**src/rtl/pipeline_step_tracer.sv**
```systemverilog
// Single-step debug controller for the five-stage core: gates the core's halt
// and streams a framed snapshot of the six stage-visualisation words per step.
module pipeline_step_tracer #(
  parameter int unsigned SETTLE_CYC = 2,
  parameter logic [7:0]  HEADER     = 8'hA5
) (
  input  logic        clk,
  input  logic        reset,
  input  logic        step_mode,
  input  logic        step_req,
  input  logic [31:0] outFE,
  input  logic [31:0] DecoVisu,
  input  logic [31:0] ExeVisu,
  input  logic [31:0] MemVisu,
  input  logic [31:0] MemPixVisu,
  input  logic [31:0] WBVisu,
  output logic        halt,
  output logic        busy,
  output logic [7:0]  tx_data,
  output logic        tx_valid,
  input  logic        tx_ready,
  output logic [7:0]  step_cnt
);

  localparam logic [2:0] S_HALTED  = 3'd0;
  localparam logic [2:0] S_RUN     = 3'd1;
  localparam logic [2:0] S_STEP    = 3'd2;
  localparam logic [2:0] S_SETTLE  = 3'd3;
  localparam logic [2:0] S_CAPTURE = 3'd4;
  localparam logic [2:0] S_SEND    = 3'd5;

  localparam logic [3:0] SETTLE_INIT = 4'(SETTLE_CYC - 1);
  localparam logic [4:0] LAST_IDX    = 5'd25;

  logic [2:0]   state_q, state_d;
  logic [3:0]   settle_q, settle_d;
  logic [4:0]   idx_q, idx_d;
  logic [199:0] snap_q, snap_d;
  logic         halt_q, halt_d;
  logic         busy_q, busy_d;
  logic         tx_valid_q, tx_valid_d;
  logic [7:0]   tx_data_q, tx_data_d;
  logic [7:0]   step_cnt_q, step_cnt_d;

  // Frame byte idx: byte 0 is the header, the rest walk the snapshot MSB first.
  function automatic logic [7:0] frame_byte(input logic [199:0] snap, input logic [4:0] idx);
    logic [207:0] frame;
    logic [7:0]   lo;
    frame = {HEADER, snap};
    lo    = {LAST_IDX - idx, 3'b000};
    return frame[lo +: 8];
  endfunction

  // Next-state, snapshot and output-register computation.
  always_comb begin
    state_d    = state_q;
    settle_d   = settle_q;
    idx_d      = idx_q;
    snap_d     = snap_q;
    tx_valid_d = tx_valid_q;
    tx_data_d  = tx_data_q;
    step_cnt_d = step_cnt_q;
    case (state_q)
      S_HALTED: begin
        if (!step_mode) begin
          state_d = S_RUN;
        end else if (step_req) begin
          state_d = S_STEP;
        end else begin
          state_d = S_HALTED;
        end
      end
      S_RUN: begin
        if (step_mode) begin
          state_d = S_HALTED;
        end else begin
          state_d = S_RUN;
        end
      end
      S_STEP: begin
        step_cnt_d = step_cnt_q + 8'd1;
        settle_d   = SETTLE_INIT;
        state_d    = S_SETTLE;
      end
      S_SETTLE: begin
        if (settle_q == 4'd0) begin
          state_d = S_CAPTURE;
        end else begin
          settle_d = settle_q - 4'd1;
        end
      end
      S_CAPTURE: begin
        snap_d     = {step_cnt_q, outFE, DecoVisu, ExeVisu, MemVisu, MemPixVisu, WBVisu};
        idx_d      = 5'd0;
        tx_valid_d = 1'b1;
        tx_data_d  = HEADER;
        state_d    = S_SEND;
      end
      S_SEND: begin
        // Next byte is preloaded from the frozen snapshot on each acceptance.
        if (tx_valid_q && tx_ready) begin
          if (idx_q == LAST_IDX) begin
            tx_valid_d = 1'b0;
            tx_data_d  = 8'h00;
            state_d    = S_HALTED;
          end else begin
            idx_d     = idx_q + 5'd1;
            tx_data_d = frame_byte(snap_q, idx_q + 5'd1);
          end
        end else begin
          state_d = S_SEND;
        end
      end
      default: begin
        tx_valid_d = 1'b0;
        state_d    = S_HALTED;
      end
    endcase
    halt_d = !((state_d == S_RUN) || (state_d == S_STEP));
    busy_d = (state_d == S_STEP) || (state_d == S_SETTLE) ||
             (state_d == S_CAPTURE) || (state_d == S_SEND);
  end

  // State and output registers with synchronous reset.
  always_ff @(posedge clk) begin
    if (reset) begin
      state_q    <= S_HALTED;
      settle_q   <= 4'd0;
      idx_q      <= 5'd0;
      snap_q     <= 200'd0;
      halt_q     <= 1'b1;
      busy_q     <= 1'b0;
      tx_valid_q <= 1'b0;
      tx_data_q  <= 8'h00;
      step_cnt_q <= 8'd0;
    end else begin
      state_q    <= state_d;
      settle_q   <= settle_d;
      idx_q      <= idx_d;
      snap_q     <= snap_d;
      halt_q     <= halt_d;
      busy_q     <= busy_d;
      tx_valid_q <= tx_valid_d;
      tx_data_q  <= tx_data_d;
      step_cnt_q <= step_cnt_d;
    end
  end

  assign halt     = halt_q;
  assign busy     = busy_q;
  assign tx_valid = tx_valid_q;
  assign tx_data  = tx_data_q;
  assign step_cnt = step_cnt_q;

endmodule

```
**config.mk**
```make
export PLATFORM = sky130hd
export DESIGN_NAME = pipeline_step_tracer
export DESIGN_NICKNAME = d
export VERILOG_FILES = /design/src/rtl/pipeline_step_tracer.sv
export SDC_FILE = /design/constraint.sdc
export NUM_CORES = 1
export LEC_CHECK = 0
export ABC_AREA = 1
export BUFFER_PORTS_ARGS = -buffer_cell sky130_fd_sc_hd__buf_2
export CAP_MARGIN = 10
export CELL_PAD_IN_SITES_DETAIL_PLACEMENT = 0
export CELL_PAD_IN_SITES_GLOBAL_PLACEMENT = 1
export CORE_AREA = 2 2 195 159
export DETAILED_ROUTE_END_ITERATION = 7
export DIE_AREA = 0 0 197 161
export HOLD_SLACK_MARGIN = 0.02
export PLACE_DENSITY_LB_ADDON = 0.1
export SYNTH_ARGS = -nofsm -noshare
export SYNTH_HDL_FRONTEND = slang
export SYNTH_SLANG_ARGS = --single-unit
```
**constraint.sdc**
```tcl
create_clock -name clk -period 2.3 [get_ports clk]
set_clock_uncertainty 0.05 [all_clocks]
set_input_delay 0.115 -clock clk [delete_from_list [all_inputs] [get_ports clk]]
set_output_delay 0.115 -clock clk [all_outputs]
set_load 0.005 [all_outputs]
```
== Word level (Yosys, flattened, before mapping) ==
Index checks and enable logic that the tools add are counted.
Storage, ports and cells
  word-level logic and storage cells: 63
  register bits: 231
  output and inout port bits: 19
  input bits: 197
Operators by class
  add/subtract/negate cells: 4
  bitwise operators: 1
  shift-type cells: 1
  equal/unequal tests: 15
  reduce and logical (&&, ||, !) cells: 15
  muxes and demuxes: 18
Operators by type and width (count)
  208-bit by 9-bit variable part select with 8-bit output: 1
  3-bit case mux with 6 select lines: 1
  8-bit two-way mux: 2
  8-bit case mux with 2 select lines: 1
  3-bit by 2-bit == test with 1-bit output (second input constant): 4
  3-bit == test (second input constant): 4
  5-bit two-way mux: 2
  5-bit case mux with 2 select lines: 1
  3-bit two-way mux: 3
  8-bit by 1-bit adder with 8-bit output (second input constant): 1
  2-bit inequality test (second input constant): 4
  4-bit case mux with 2 select lines: 1
  3-bit by 1-bit == test with 1-bit output (second input constant): 2
  3-bit AND reduction: 2
  5-bit by 1-bit adder with 5-bit output (second input constant): 1
  5-bit == test (second input constant): 1
  5-bit subtractor (first input constant): 1
  4-bit logical NOT: 1
  1-bit logical OR: 4
  2-bit two-way mux: 2
  4-bit two-way mux: 1
  2-bit AND reduction: 2
  2-bit nonzero test: 2
  4-bit OR reduction: 1
  other kinds (7): 9

== Depth between registers and ports, before layout ==
  depth after elaboration: 8
  mapped depth: 14
  mapped depth without buffers: 12

== Worst setup path after synthesis ==
Ideal clock, no wire load.
  path kind: reg2reg
  start point: register idx_q[0]
  end point: register tx_data_q[1] (netlist: tx_data[1])
  period minus slack after synthesis: 2174 ps
  stages on the path, launching flop included: 15
  setup slack: 126 ps
  buffers on the path: 2
  data arrival time: 2053 ps
  data required time: 2180 ps
  library setup time: 70 ps
  cell sequence: dfxtp_1 -> ha_1 -> inv_1 -> nand2_1 -> nand2_1 -> ha_1 -> buf_2 -> inv_1 -> buf_1 -> nand3_1 -> nand2_1 -> nand2_1 -> nand3_1 -> nand3_1 -> a21oi_1
Between the ends
  word-level cells in the longest chain between the ends: 6
  elaborated cells between the ends (all ways): 7
  classes of those cells: add/sub: 2; eq/ne: 1; shift: 1; mux: 3
Ends and longest elaborated chain
  start, declared: line 37  | logic [4:0] idx_q, idx_d;
  start signal, assigned: line 139  | idx_q <= idx_d;
  5-bit by 1-bit adder with 5-bit output: line 108  | tx_data_d = frame_byte(snap_q, idx_q + 5'd1);
  5-bit subtractor: line 50  | lo = {LAST_IDX - idx, 3'b000};
  208-bit by 9-bit variable part select with 8-bit output: line 51  | return frame[lo +: 8];
  8-bit two-way mux (*): line 102  | if (idx_q == LAST_IDX) begin
  8-bit two-way mux (*): line 101  | if (tx_valid_q && tx_ready) begin
  8-bit case mux with 2 select lines (*): line 63  | case (state_q)
  end signal, assigned: line 144  | tx_data_q <= tx_data_d;
  end, declared: line 42  | logic [7:0] tx_data_q, tx_data_d;
Mark *: on every way between the ends. The rest lies on a longest branch, timed or not. The select of a mux whose other input is x is not followed.
A chain may end at the register's enable or synchronous reset.

== Final worst setup path ==
  start point: register idx_q[1]
  end point: register tx_data_q[0] (netlist: tx_data[0])
Same word-level chain as after synthesis.

==> flow_results.xml <==
<?xml version="1.0" encoding="UTF-8"?>
<metrics>
  <group name="sta">
    <metric name="worst_slew_slack_as_a_fraction_of_its_limit" unit="">0.646</metric>
    <metric name="setup_ws" unit="ns">0.209</metric>
    <metric name="final-max-slew-violation-count" unit="">0</metric>
    <metric name="layout_worst_path_cycle_share" unit="">0.909</metric>
    <metric name="final.min_clock_period" unit="ns">2.09</metric>
    <metric name="hold_viol_final" unit="">0</metric>
    <metric name="timing_worst_slew_pin_value" unit="ns">0.531</metric>
    <metric name="max_freq" unit="GHz">0.478</metric>
    <metric name="setup_viol_count_final" unit="">0</metric>
  </group>
  <group name="synthesis">
    <metric name="synth_top_family_by_area" unit="">simple AND/OR/NAND/NOR gates</metric>
    <metric name="syn_inst" unit="">1549</metric>
    <metric name="yosys.area_share.adder" unit="">0.00730</metric>
    <metric name="synth-seq-cells" unit="">231</metric>
    <metric name="synth-compound-area-share" unit="">0.127</metric>
    <metric name="synthXorXnorAreaFrac" unit="">0.000852</metric>
    <metric name="synth_area" unit="um^2">10300</metric>
    <metric name="synthesis.nets" unit="">1752</metric>
    <metric name="synth_warnings" unit="">0</metric>
    <metric name="synth_area_per_cell" unit="um^2">6.64</metric>
    <metric name="muxShareOfSynthArea" unit="">0</metric>
    <metric name="synth_simple_gate_area_frac" unit="">0.355</metric>
    <metric name="ys_seq_area_frac" unit="">0.450</metric>
    <metric name="synthDistinctLibCells" unit="">24</metric>
  </group>
  <group name="setup_path">
    <metric name="cp_data_required_time" unit="ns">2.71</metric>
    <metric name="arrival" unit="ns">2.50</metric>
    <metric name="worstPathMaxFanout" unit="">5</metric>
    <metric name="kind_of_end_point_of_the_critical_path" unit="">flop</metric>
    <metric name="worstSetupStartpointType" unit="">flop</metric>
    <metric name="path_class" unit="">flop to flop</metric>
  </group>
  <group name="die">
    <metric name="placementRows" unit="">57</metric>
    <metric name="floorplan.io_pins" unit="">216</metric>
    <metric name="coreArea" unit="um^2">29800</metric>
    <metric name="die_area" unit="um^2">31700</metric>
    <metric name="die-height" unit="um">161</metric>
    <metric name="floorplan.initialDensity" unit="">0.345</metric>
    <metric name="floorplan.die.width" unit="um">197</metric>
  </group>
  <group name="global_route">
    <metric name="maximum_number_of_pins_on_one_net_before_global_route_repair" unit="">108</metric>
    <metric name="all_layer_global_routing_usage" unit="">0.217</metric>
    <metric name="vias_in_the_first_global_route" unit="">10600</metric>
    <metric name="wire_length_of_the_first_global_routing_pass" unit="um">55300</metric>
    <metric name="antenna_found_initial" unit="">0</metric>
    <metric name="gr-total-overflow" unit="">0</metric>
  </group>
  <group name="routing">
    <metric name="detail_route.vias_per_cell" unit="">4.75</metric>
    <metric name="final_antenna_net_count" unit="">0</metric>
    <metric name="totalWireLength" unit="um">34600</metric>
    <metric name="drt_drc_violations_left" unit="">0</metric>
    <metric name="drtPass1Iterations" unit="">5</metric>
    <metric name="detailroute.via_count" unit="">10900</metric>
    <metric name="wl_per_cell" unit="um">15.0</metric>
    <metric name="initialDrtViolationCount" unit="">698</metric>
  </group>
  <group name="power_and_ir_drop">
    <metric name="power_leakage" unit="uW">0.00596</metric>
    <metric name="powerDensity" unit="nW/um^2">714</metric>
    <metric name="combinationalPowerShare" unit="">0.178</metric>
    <metric name="net-switching-power" unit="uW">2830</metric>
    <metric name="power.sequential.fraction" unit="">0.415</metric>
    <metric name="internal_power" unit="uW">7580</metric>
    <metric name="switching_share" unit="">0.272</metric>
    <metric name="worst_ir_drop_vdd" unit="V">0.000535</metric>
    <metric name="share_clk_of_total_power" unit="">0.407</metric>
  </group>
  <group name="finish">
    <metric name="total_area_of_sequential_cells" unit="um^2">4630</metric>
    <metric name="layout.cells.non_filler" unit="">2307</metric>
    <metric name="nets" unit="">2107</metric>
    <metric name="synthToLayoutAreaGrowth" unit="%">41.8</metric>
    <metric name="area_taken_by_multi_input_logic_gates" unit="um^2">5070</metric>
    <metric name="layout-drive-gt1-share" unit="">0.155</metric>
    <metric name="diodes" unit="">0</metric>
    <metric name="final_common_cell" unit="">sky130_fd_sc_hd__nor2_1</metric>
    <metric name="fillers" unit="">3104</metric>
    <metric name="mostFrequentLayoutCells" unit="">408 x sky130_fd_sc_hd__nor2_1, 310 x sky130_fd_sc_hd__nand2_1, 228 x sky130_fd_sc_hd__dfxtp_1</metric>
  </group>
  <group name="clock_tree">
    <metric name="htreeDepth" unit="">1</metric>
    <metric name="numClockSinks" unit="">231</metric>
    <metric name="worst_case_clock_buffer_depth" unit="">3</metric>
    <metric name="clk-insertion-delay-late" unit="ns">0.53</metric>
    <metric name="clock_tree_from_tritoncts" unit="">done</metric>
    <metric name="setup_bufs_post_cts" unit="">0</metric>
    <metric name="cts_inserted_buffers" unit="">26</metric>
    <metric name="clk_transition_reported_paths" unit="ns">0.06</metric>
    <metric name="ctsRootBufferMaster" unit="">sky130_fd_sc_hd__clkbuf_16</metric>
  </group>
  <group name="place">
    <metric name="placed_cells_incl_taps" unit="">2062</metric>
    <metric name="place.port_buffers" unit="">215</metric>
    <metric name="detailed_place_hpwl" unit="um">23600</metric>
    <metric name="globalplace.congestion" unit="">0.832</metric>
    <metric name="pre_cts_ws" unit="ns">0.133</metric>
  </group>
  <group name="run">
    <metric name="drv.max_cap_violation_count" unit="">0</metric>
  </group>
  <group name="run_status">
    <metric name="run_status" unit="">completed</metric>
  </group>
  <group name="hold_path">
    <metric name="type_of_the_tightest_min_delay_check" unit="">primary input to flop</metric>
  </group>
</metrics>
sequential cells by signal, summed over array words and instances (netlist names):
register and flops:
snap_q 200, tx_data 8, settle_q 4, step_cnt 8
halt 1, tx_valid 1, state_q 3, busy 1
idx_q 5
final cells by class:
class | instances | share of cell area
inverter | 43 | 0.0117
multi-input combinational | 1167 | 0.348
sequential | 231 | 0.318
clock inverter | 5 | 0.00369
timing repair buffer | 435 | 0.229
clock buffer | 43 | 0.0573
tap | 383 | 0.0329
cell usage after synthesis, drive strengths merged:
cell / instances / area [um^2]
a31oi: 1 / 6.26
xor2: 1 / 8.76
inv: 43 / 161
nand3: 165 / 826
nand4: 7 / 43.8
ha: 6 / 75.1
nor4: 2 / 12.5
a21oi: 34 / 170
dfxtp: 231 / 4620
clkbuf: 65 / 244
nor3: 5 / 25.0
nor3b: 1 / 7.51
nand2: 315 / 1190
buf: 43 / 216
a211oi: 4 / 30.0
or2: 1 / 6.26
o21bai: 1 / 18.8
o21ai: 214 / 1070
nor2: 409 / 1540
o31ai: 1 / 7.51
final timing paths:
kind / startpoint / endpoint / slack [ns] / cells after the start
max: idx_q[1] / tx_data[0] / 0.21 / 10
min: tx_ready / tx_data[2] / 0.05 / 4
max reg2reg: idx_q[1] / tx_data[0] / 0.21 / 10
min reg2reg: snap_q[193] / snap_q[193] / 0.41 / 2
timing repair:
action                                  4_1_cts  5_1_grt
resized for setup                             0       11
hold buffers                                197        0
endpoints found under the setup margin        0        9
endpoints found under the hold margin       204        0
routing by layer:
metal / global-route usage / part of all wire
met5: 0 / 0
met4: 0.0400 / 0.015
met3: 0.0299 / 0.044
met2: 0.360 / 0.45
met1: 0.306 / 0.49
stage by stage:
stage,hold WS [ns],instance area (um^2),utilization,power [uW],TNS (ns)
global route,0.0741,14600,0.489,11000,-0.00381
global placement,0.326,11700,0.391,5980,0
CTS,0.0491,14500,0.487,10500,0
detailed placement,0.325,11700,0.391,5990,0
floorplan,0.232,10300,-,5370,0
finish,0.0455,14600,0.489,10400,0
cells by family (layout without fill, tap and decap cells):
| group | Yosys count | count (layout) |
|---|---|---|
| fa+ha+maj | 6 | 6 |
| compound gates | 255 | 255 |
| flops | 231 | 231 |
| simple gates | 905 | 905 |
| xor+xnor | 1 | 1 |
| buf+inv | 151 | 526 |
worst max-delay path: stages, from the launching register on:
cell and delay (ns):
sky130_fd_sc_hd__dfxtp_2 0.38, sky130_fd_sc_hd__inv_1 0.10, sky130_fd_sc_hd__ha_4 0.32, sky130_fd_sc_hd__ha_2 0.31
sky130_fd_sc_hd__nor2_1 0.19, sky130_fd_sc_hd__inv_1 0.12, sky130_fd_sc_hd__nor2_1 0.11, sky130_fd_sc_hd__nand2_1 0.07
sky130_fd_sc_hd__nand3_1 0.14, sky130_fd_sc_hd__nand3_1 0.09, sky130_fd_sc_hd__a21oi_1 0.13
power by group through the flow:
stage | sequential [uW] | clock, uW | combinational (uW)
floorplan | 4370 | 0 | 1010
global placement | 4400 | 0 | 1580
detailed placement | 4400 | 0 | 1580
CTS | 4310 | 4340 | 1850
global route | 4340 | 4530 | 2090
finish | 4320 | 4240 | 1850
No activity file was read; power rests on OpenSTA's default activity.
